===== src/rtl/snn_pkg.sv =====
// Shared constants and readout state type for the spike-rate decoder.
package snn_pkg;

  localparam int unsigned N_CH_DEF  = 8;
  localparam int unsigned WIN_W_DEF = 8;
  localparam int unsigned CNT_W_DEF = 8;

  typedef enum logic {
    RD_IDLE = 1'b0,
    RD_SEND = 1'b1
  } rd_state_t;

endpackage


===== src/rtl/spike_counter_sat.sv =====
// One channel's saturating spike counter; count_next is the value including this cycle's spike.
module spike_counter_sat #(
  parameter int unsigned CNT_W = 8
) (
  input  logic             clk,
  input  logic             rst,
  input  logic             en,
  input  logic             inc,
  input  logic             clr,
  output logic [CNT_W-1:0] count_next
);

  logic [CNT_W-1:0] cnt_q;

  assign count_next = (inc && (cnt_q != '1)) ? cnt_q + CNT_W'(1) : cnt_q;

  always_ff @(posedge clk or posedge rst) begin
    if (rst) begin
      cnt_q <= '0;
    end else if (clr) begin
      cnt_q <= '0;
    end else if (en) begin
      cnt_q <= count_next;
    end
  end

endmodule


===== src/rtl/spike_rate_decoder.sv =====
// Per-channel windowed spike counting with a shadow bank streamed out one channel per beat.
module spike_rate_decoder
  import snn_pkg::*;
#(
  parameter int unsigned N_CH  = N_CH_DEF,
  parameter int unsigned WIN_W = WIN_W_DEF,
  parameter int unsigned CNT_W = CNT_W_DEF
) (
  input  logic                    clk,
  input  logic                    rst,
  input  logic                    en,
  input  logic [WIN_W-1:0]        win_len,
  input  logic [N_CH-1:0]         spike_in,
  input  logic                    clr_ovr,
  output logic                    out_valid,
  input  logic                    out_ready,
  output logic [$clog2(N_CH)-1:0] out_ch,
  output logic [CNT_W-1:0]        out_count,
  output logic                    out_last,
  output logic                    overrun
);

  localparam int unsigned CH_W = $clog2(N_CH);

  logic [WIN_W-1:0] win_len_q;
  logic [WIN_W-1:0] win_cnt_q;
  logic             len_pend_q;
  logic             len_load;
  logic [WIN_W-1:0] len_eff;
  logic             count_en;
  logic             win_end;

  logic [N_CH-1:0][CNT_W-1:0] cnt_next;
  logic [N_CH-1:0][CNT_W-1:0] bank_q;

  rd_state_t        state_q, state_d;
  logic [CH_W-1:0]  out_ch_q, out_ch_d;
  logic             overrun_q;
  logic             last_acc;
  logic             snap;

  // The freshly sampled length governs the very cycle it is latched, so each
  // window is exactly the length that was presented at its first cycle.
  always_comb begin
    len_load = en & (len_pend_q | (win_len_q == '0));
    len_eff  = len_load ? win_len : win_len_q;
    count_en = en & (len_eff != '0);
    win_end  = count_en & (win_cnt_q == len_eff - WIN_W'(1));
  end

  always_ff @(posedge clk or posedge rst) begin
    if (rst) begin
      win_len_q  <= '0;
      win_cnt_q  <= '0;
      len_pend_q <= 1'b1;
    end else begin
      if (len_load) begin
        win_len_q <= win_len;
      end
      if (win_end) begin
        win_cnt_q <= '0;
      end else if (count_en) begin
        win_cnt_q <= win_cnt_q + WIN_W'(1);
      end
      if (win_end) begin
        len_pend_q <= 1'b1;
      end else if (len_load) begin
        len_pend_q <= 1'b0;
      end
    end
  end

  for (genvar i = 0; i < N_CH; i++) begin : g_ch
    spike_counter_sat #(
      .CNT_W(CNT_W)
    ) u_cnt (
      .clk       (clk),
      .rst       (rst),
      .en        (count_en),
      .inc       (spike_in[i]),
      .clr       (win_end),
      .count_next(cnt_next[i])
    );
  end

  assign out_valid = (state_q == RD_SEND);
  assign out_ch    = out_ch_q;
  assign out_count = bank_q[out_ch_q];
  assign out_last  = out_valid & (out_ch_q == CH_W'(N_CH - 1));
  assign overrun   = overrun_q;

  always_comb begin
    state_d  = state_q;
    out_ch_d = out_ch_q;
    last_acc = out_valid & out_ready & out_last;
    snap     = win_end & ((state_q == RD_IDLE) | last_acc);
    unique case (state_q)
      RD_IDLE: begin
        if (snap) begin
          state_d  = RD_SEND;
          out_ch_d = '0;
        end
      end
      RD_SEND: begin
        if (out_ready) begin
          if (!out_last) begin
            out_ch_d = out_ch_q + CH_W'(1);
          end else begin
            out_ch_d = '0;
            state_d  = snap ? RD_SEND : RD_IDLE;
          end
        end
      end
      default: state_d = RD_IDLE;
    endcase
  end

  always_ff @(posedge clk or posedge rst) begin
    if (rst) begin
      state_q   <= RD_IDLE;
      out_ch_q  <= '0;
      bank_q    <= '0;
      overrun_q <= 1'b0;
    end else begin
      state_q  <= state_d;
      out_ch_q <= out_ch_d;
      if (snap) begin
        bank_q <= cnt_next;
      end
      // A new overrun takes precedence over a simultaneous clear.
      if (win_end && !snap) begin
        overrun_q <= 1'b1;
      end else if (clr_ovr) begin
        overrun_q <= 1'b0;
      end
    end
  end

endmodule


===== config.mk =====
export PLATFORM = sky130hd
export DESIGN_NAME = spike_rate_decoder
export DESIGN_NICKNAME = d
export VERILOG_FILES = /design/src/rtl/snn_pkg.sv /design/src/rtl/spike_counter_sat.sv /design/src/rtl/spike_rate_decoder.sv
export SDC_FILE = /design/constraint.sdc
export NUM_CORES = 1
export LEC_CHECK = 0
export ABC_AREA = 1
export BUFFER_PORTS_ARGS = -buffer_cell sky130_fd_sc_hd__clkbuf_2
export CORE_MARGIN = 2
export CORE_UTILIZATION = 50
export DETAILED_ROUTE_END_ITERATION = 7
export PLACE_DENSITY = 0.67
export SYNTH_ARGS = -nofsm -noshare
export SYNTH_HDL_FRONTEND = slang
export SYNTH_SLANG_ARGS = --single-unit

===== constraint.sdc =====
create_clock -name clk -period 6 [get_ports clk]
set_input_delay 0 -clock clk [delete_from_list [all_inputs] [get_ports clk]]
set_output_delay 0 -clock clk [all_outputs]
set_load 0.05 [all_outputs]

==> metrics.cfg, run 1 <==
[yosys]
netlist_instances=1144
netlist_area_um2=8610
synth_seq_area_share=0.436
yosys.cell_types.count=37
synthArstFlopShare=1.00
syn_area_per_cell_um2=7.53
synth_top_area_share=0.433
synth_area_leaders=dfrtp_1, nand2_1, o21ai_0
ys_ff_latch=150
synth_warnings=0
syn_nets=1178
synth_edf_count=0
synth_top_area_cell=dfrtp_1
synth_ff_type=dfrtp_1

[global_routing]
track_usage=0.236
antenna_found_initial=0
grt_max_degree=101
grt_remaining_overflow=0
grt_pass1_wl_mm=34.7
grt_pass1_vias=6912

[worst_hold_path]
hp-class=in2reg
worstHoldEndpoint=len_pend_q$_DFFE_PP1P_
whs_path_depth=2
hold_path_startpoint=en

[final_layout]
mostFrequentLayoutCell=nand2_1
stdcell_count=1385
utilization=0.569
most-common-layout-cells=nand2_1, dfrtp_1, o21ai_0, inv_1, nor2_1
antennaDiodeCount=0
fin_nets=1186
area_growth_pct=10.4
drive_above_1_share=0.0867

[detailed_routing]
wire_per_inst_um=14.6
drtIter0Drc=520
drc=0
viasPerCell=5.33
drtAntennaViolNets=0
drt_wl_total_mm=20.2
first_pass_iters=5
vias=7381

[critical_path]
max_stage_delay_ns=0.68
crit_top_cell=nand2_1
critical_path.max_fanout=68
worstPathArrival_ns=4.00
cp.required_ns=6.31
path_cells=nor2_1, nand2_1, o21ai_4, nand2_4, nand2_1, nand2_2, ha_1, nand3_2, nor2_1, nand2_1, nand3_1, nor2_4, buf_4, nand3_4, nand2_1, nand2_1
path_delay_family=simple AND/OR/NAND/NOR gates
r2r-end=bank_q[8]$_DFFE_PP0P_
crit_type=reg2reg
crit_path_end_kind=register
r2r_setup_slack_ns=2.31
timing.rr.start=win_len_q[4]$_DFF_PP0_
worstRegToRegCells=16
cp-start-kind=register
crit_slowest_cell=nand3_4
worst-path-buf-inv=1

[sta]
max_clock_freq_mhz=271
setup_tns_ns=0
fin_crit_sh=0.615
finClkSkew_ns=0.0143
finalHoldViolations=0
maxSlewHeadroom=0.358
report.final.slew_viol_count=0
setup_ws_ns=2.31
setup_viol=0
worst_pin_slew_ns=0.962
fin_crit_ns=3.69
rsz0062_at_grt=no

[run_status]
outcome=completed

[floorplan]
die_h_um=135
num_io_pins=35
dieWidth_um=135
rows=47
start_util=0.516
core_area_um2=16700
die_area_um2=18300

[run]
maxCapViolations=0

[clock_tree]
clockBufferDepth=2
post_cts_resized=0
h-tree-depth=4
worstSkewPairLatency_ns=0.43
postCtsSetupBuffers=0
cts.sinks=150
cts_tree=built
clk_pin_slew_worst_paths_ns=0.07
cts_root_buffer=clkbuf_16
numCtsBuffers=17
cts_hold_buf=8

[power_and_ir_drop]
p_leak_nw=4.73
power.density_nw_per_um2=436
peakVddDrop_mv=0.248

[placed_design]
placed_cells=1345
portBuffers=34
dpl.hpwl_mm=12.7
gp_congestion=0.856
dp_worst_setup_slack_ns=2.36

how the worst max path moves through the flow:
stage / cells after the start / to / from / slack (ns)
4_1_cts: 16 / bank_q[30]$_DFFE_PP0P_ / win_len_q[4]$_DFF_PP0_ / 2.34
6_report: 16 / bank_q[8]$_DFFE_PP0P_ / win_len_q[4]$_DFF_PP0_ / 2.31
3_3_place_gp: 16 / bank_q[9]$_DFFE_PP0P_ / win_len_q[6]$_DFF_PP0_ / 2.47
3_5_place_dp: 16 / bank_q[30]$_DFFE_PP0P_ / win_len_q[4]$_DFF_PP0_ / 2.36
2_1_floorplan: 1 / bank_q[0]$_DFFE_PP0P_ / rst / 1.97
5_1_grt: 16 / bank_q[24]$_DFFE_PP0P_ / win_len_q[4]$_DFF_PP0_ / 1.92
sequential cells by signal, indices dropped and copies added (netlist names):
name              cells
bank_q               64
out_ch                3
out_valid             1
g_ch.u_cnt.cnt_q     64
len_pend_q            1
win_cnt_q             8
overrun               1
win_len_q             8
kinds of logic (layout without fill, tap and decap cells):
group | count (synthesis) | count (layout) | synth area share
flip-flops | 150 | 150 | 0.436
multiplexers | 3 | 3 | 0.00392
adder cells (fa/ha/maj) | 13 | 13 | 0.0189
AO/OA/AOI/OAI | 129 | 129 | 0.0796
buffers and inverters | 161 | 182 | 0.0833
AND/OR/NAND/NOR | 628 | 628 | 0.317
XOR/XNOR | 60 | 60 | 0.0610
stage by stage:
stage / hold slack, ns / total power, mW / instance area [um^2]
after global placement: 0.256 / 2.98 / 8800
after global routing: 0.0349 / 4.43 / 9500
after CTS: 0.00173 / 4.16 / 9500
after detailed placement: 0.280 / 3.00 / 8800
after floorplan: 0.154 / 2.63 / 8610
final: 0.0108 / 4.14 / 9500
routing by layer:
layer,global-route usage,up-vias,share of wire
met5,0,-,0
met4,0.0706,0,0.015
met3,0.0419,19,0.031
met2,0.358,126,0.47
met1,0.346,3511,0.49
li1,-,3725,-
final cells by class:
cell class | instances | area [um^2]
Fill cell | 1563 | 7200
Multi-Input combinational cell | 833 | 4150
Sequential cell | 150 | 3750
Clock buffer | 19 | 453
Inverter | 99 | 377
Timing Repair Buffer | 51 | 318
Tap cell | 220 | 275
Clock inverter | 13 | 170
synth_stat cells (2+ instances only):
library cell,number
nand4_1,81
nand3b_1,4
inv_1,98
a21oi_1,4
mux2_2,3
xor2_1,36
and2_1,2
nor2_4,2
o21ai_1,4
o21ai_0,102
dfrtp_1,149
buf_6,11
nand3_2,3
a31oi_1,8
clkbuf_1,31
ha_1,13
buf_4,2
xnor2_1,24
nor2_1,95
o22ai_1,8
nand2_2,5
nor3_1,10
buf_2,18
nand3_1,41
nand2_1,378
report_power, final:
| part | total [mW] | switching (mW) | internal [mW] |
|---|---|---|---|
| Combinational | 1.56 | 1.10 | 0.456 |
| Clock | 1.14 | 0.458 | 0.682 |
| Sequential | 1.44 | 0.214 | 1.23 |
| Total | 4.14 | 1.77 | 2.37 |
worst reg2reg max path, delay by kind of cell, from the launching register on:
kind	cells	cell delay, ns
and+or+nand+nor	13	2.01
adders and majority gates	1	0.27
AOI/OAI and AO/OA	1	0.32
buffers and inverters	1	0.58
DFF	1	0.38
No activity file was read; power rests on OpenSTA's default activity.
==> run 2: changes to the inputs <==
==> constraint.sdc (replaced) <==
create_clock -name clk -period 3.65 [get_ports clk]
set_input_delay 0 -clock clk [delete_from_list [all_inputs] [get_ports clk]]
set_output_delay 0 -clock clk [all_outputs]
set_load 0.05 [all_outputs]
==> run 2 against run 1 <==
Non-clock buffer count rose by 7; clock-buffer cell count rose by 5; clock power rose by 59%; critical path type unchanged; core utilization rose by 0.34 points; sequential share of layout area fell by 0.23 points; worst hold slack improved by 0.017 ns; via count fell by 1.7%; routed wire length fell by 2.9%; critical endpoint is now bank_q[16]$_DFFE_PP0P_; setup slack got worse by 1.9 ns; sequential power rose by 65%.
==> metrics.cfg, run 2 (synthesis gave the netlist of run 1 again) <==
[clock_tree]
post_cts_resized=0  ; unchanged
numCtsBuffers=17  ; unchanged
cts.sinks=150  ; unchanged
h-tree-depth=4  ; unchanged
worstSkewPairLatency_ns=0.42  ; was 0.43 ns
clk_pin_slew_worst_paths_ns=0.06  ; was 0.07 ns
clockBufferDepth=2  ; unchanged
postCtsSetupBuffers=0  ; unchanged
cts_root_buffer=clkbuf_16  ; unchanged
cts_tree=built  ; unchanged
cts_hold_buf=8  ; unchanged

[critical_path]
r2r-end=bank_q[16]$_DFFE_PP0P_  ; was bank_q[8]$_DFFE_PP0P_
r2r_setup_slack_ns=0.41  ; was 2.31 ns
path_cells=nor2_1, nand2_1, o21ai_4, nand3_1, nand2_1, ha_1, xor2_1, nand3_1, nand2_1, inv_1, nor2_1, nand2_1, nor2_1, and2_2, nand3_4, buf_12, nand2_1, nand2_1  ; was nor2_1, nand2_1, o21ai_4, nand2_4, nand2_1, nand2_2, ha_1, nand3_2, nor2_1, nand2_1, nand3_1, nor2_4, buf_4, nand3_4, nand2_1, nand2_1
crit_path_end_kind=register  ; unchanged
crit_type=reg2reg  ; unchanged
path_depth=18  ; was 16
cp.required_ns=3.96  ; was 6.31 ns
worst-path-buf-inv=2  ; was 1
path_delay_family=simple AND/OR/NAND/NOR gates  ; unchanged
critical_path.max_fanout=49  ; was 68
crit_slowest_cell=dfrtp_1  ; was nand3_4
worstPathArrival_ns=3.55  ; was 4.00 ns
max_stage_delay_ns=0.37  ; was 0.68 ns
timing.rr.start=win_len_q[0]$_DFF_PP0_  ; was win_len_q[4]$_DFF_PP0_
crit_top_cell=nand2_1  ; unchanged
worstRegToRegCells=18  ; was 16
cp-start-kind=register  ; unchanged

[sta]
setup_viol=0  ; unchanged
rsz0062_at_grt=no  ; unchanged
max_clock_freq_mhz=309  ; was 271 MHz
hold_slack_ns=0.0275  ; was 0.0108 ns
finClkSkew_ns=0.00799  ; was 0.0143 ns
maxSlewHeadroom=0.416  ; was 0.358
finalHoldViolations=0  ; unchanged
worst_pin_slew_ns=0.875  ; was 0.962 ns
report.final.slew_viol_count=0  ; unchanged
setup_tns_ns=0  ; unchanged
fin_crit_ns=3.24  ; was 3.69 ns
fin_crit_sh=0.887  ; was 0.615

[detailed_routing]
wire_per_inst_um=14.1  ; was 14.6 um
drtIter0Drc=523  ; was 520
viasPerCell=5.21  ; was 5.33
drc=0  ; unchanged
first_pass_iters=5  ; unchanged
drtAntennaViolNets=0  ; unchanged
vias=7259  ; was 7381
drt_wl_total_mm=19.6  ; was 20.2 mm

[global_routing]
antenna_found_initial=0  ; unchanged
grt_pass1_vias=6763  ; was 6912
grt_remaining_overflow=0  ; unchanged
grt_max_degree=104  ; was 101
grt_pass1_wl_mm=33.2  ; was 34.7 mm
track_usage=0.226  ; was 0.236

[floorplan]
dieWidth_um=135  ; unchanged
die_area_um2=18300  ; unchanged
num_io_pins=35  ; unchanged
start_util=0.516  ; unchanged
die_h_um=135  ; unchanged
core_area_um2=16700  ; unchanged
rows=47  ; unchanged

[final_layout]
fin_nets=1193  ; was 1186
area_growth_pct=11.0  ; was 10.4%
mostFrequentLayoutCell=nand2_1  ; unchanged
antennaDiodeCount=0  ; unchanged
fillers=1559  ; was 1563
most-common-layout-cells=nand2_1, dfrtp_1, o21ai_0, inv_1, nor2_1  ; unchanged
reg.largest.list=bank_q (64), g_ch.u_cnt.cnt_q (64)  ; unchanged
utilization=0.572  ; was 0.569
drive_above_1_share=0.0887  ; was 0.0867

[worst_hold_path]
hp-class=in2reg  ; unchanged
worstHoldEndpoint=win_len_q[0]$_DFF_PP0_  ; was len_pend_q$_DFFE_PP1P_
whs_path_depth=4  ; was 2
hold_path_startpoint=win_len[0]  ; was en

[placed_design]
dpl.hpwl_mm=13.2  ; was 12.7 mm
portBuffers=34  ; unchanged
gp_congestion=0.849  ; was 0.856

[run_status]
outcome=completed  ; unchanged

[power_and_ir_drop]
p_leak_nw=4.77  ; was 4.73 nW
total_power_mw=6.73  ; was 4.14 mW
peakVddDrop_mv=0.384  ; was 0.248 mV
power.density_nw_per_um2=704  ; was 436 nW/um^2

[run]
maxCapViolations=0  ; unchanged

-- run 2: cell types whose count changed in the layout (fill, tap and decap cells not counted), sizes merged --
cell / change
clkbuf: +5
clkinv: +1
buf: +7
inv: -5
clkinvlp: -1
-- run 2: tightest hold or removal path, cell delays in order --
cell and delay [ns]:
clkbuf_2 0.07, nand3b_1 0.14, nand2_2 0.11, inv_2 0.09
-- run 2: cell type report --
type	count	area (um^2)	share of cell area
Multi-Input combinational cell	833	4150	0.435
Sequential cell	150	3750	0.393
Clock buffer	24	482	0.0504
Timing Repair Buffer	58	395	0.0414
Inverter	99	375	0.0393
Tap cell	220	275	0.0288
Clock inverter	8	121	0.0127
-- run 2: worst max-delay path by stage --
stage | to | startpoint
after floorplan | bank_q[0]$_DFFE_PP0P_ | win_len_q[4]$_DFF_PP0_
after CTS | bank_q[54]$_DFFE_PP0P_ | win_len_q[6]$_DFF_PP0_
after global placement | bank_q[48]$_DFFE_PP0P_ | win_len_q[0]$_DFF_PP0_
final | bank_q[16]$_DFFE_PP0P_ | win_len_q[0]$_DFF_PP0_
after detailed placement | bank_q[54]$_DFFE_PP0P_ | win_len_q[6]$_DFF_PP0_
after global routing | bank_q[61]$_DFFE_PP0P_ | win_len_q[0]$_DFF_PP0_
-- run 2: per-stage QoR --
step           area [um^2]  std cells  worst slack, ns
3_5_place_dp          8870       1352            0.480
2_1_floorplan         8610       1144            0.929
3_3_place_gp          8870       1352            0.607
5_1_grt               9560       1392           0.0489
6_report              9560       1392            0.412
4_1_cts               9560       1392            0.429
-- run 2: routing by layer --
metal,share of wire,track usage,vias up
li1,-,-,3719
met1,0.49,0.325,3384
met2,0.46,0.353,140
met3,0.041,0.0438,16
met4,0.012,0.0584,0
met5,0,0,-
-- run 2: report_power, final --
group          leakage (nW)  switching (mW)  internal, mW
clock network         0.294           0.684          1.13
logic                  2.49            1.78         0.761
registers              1.99           0.355          2.02
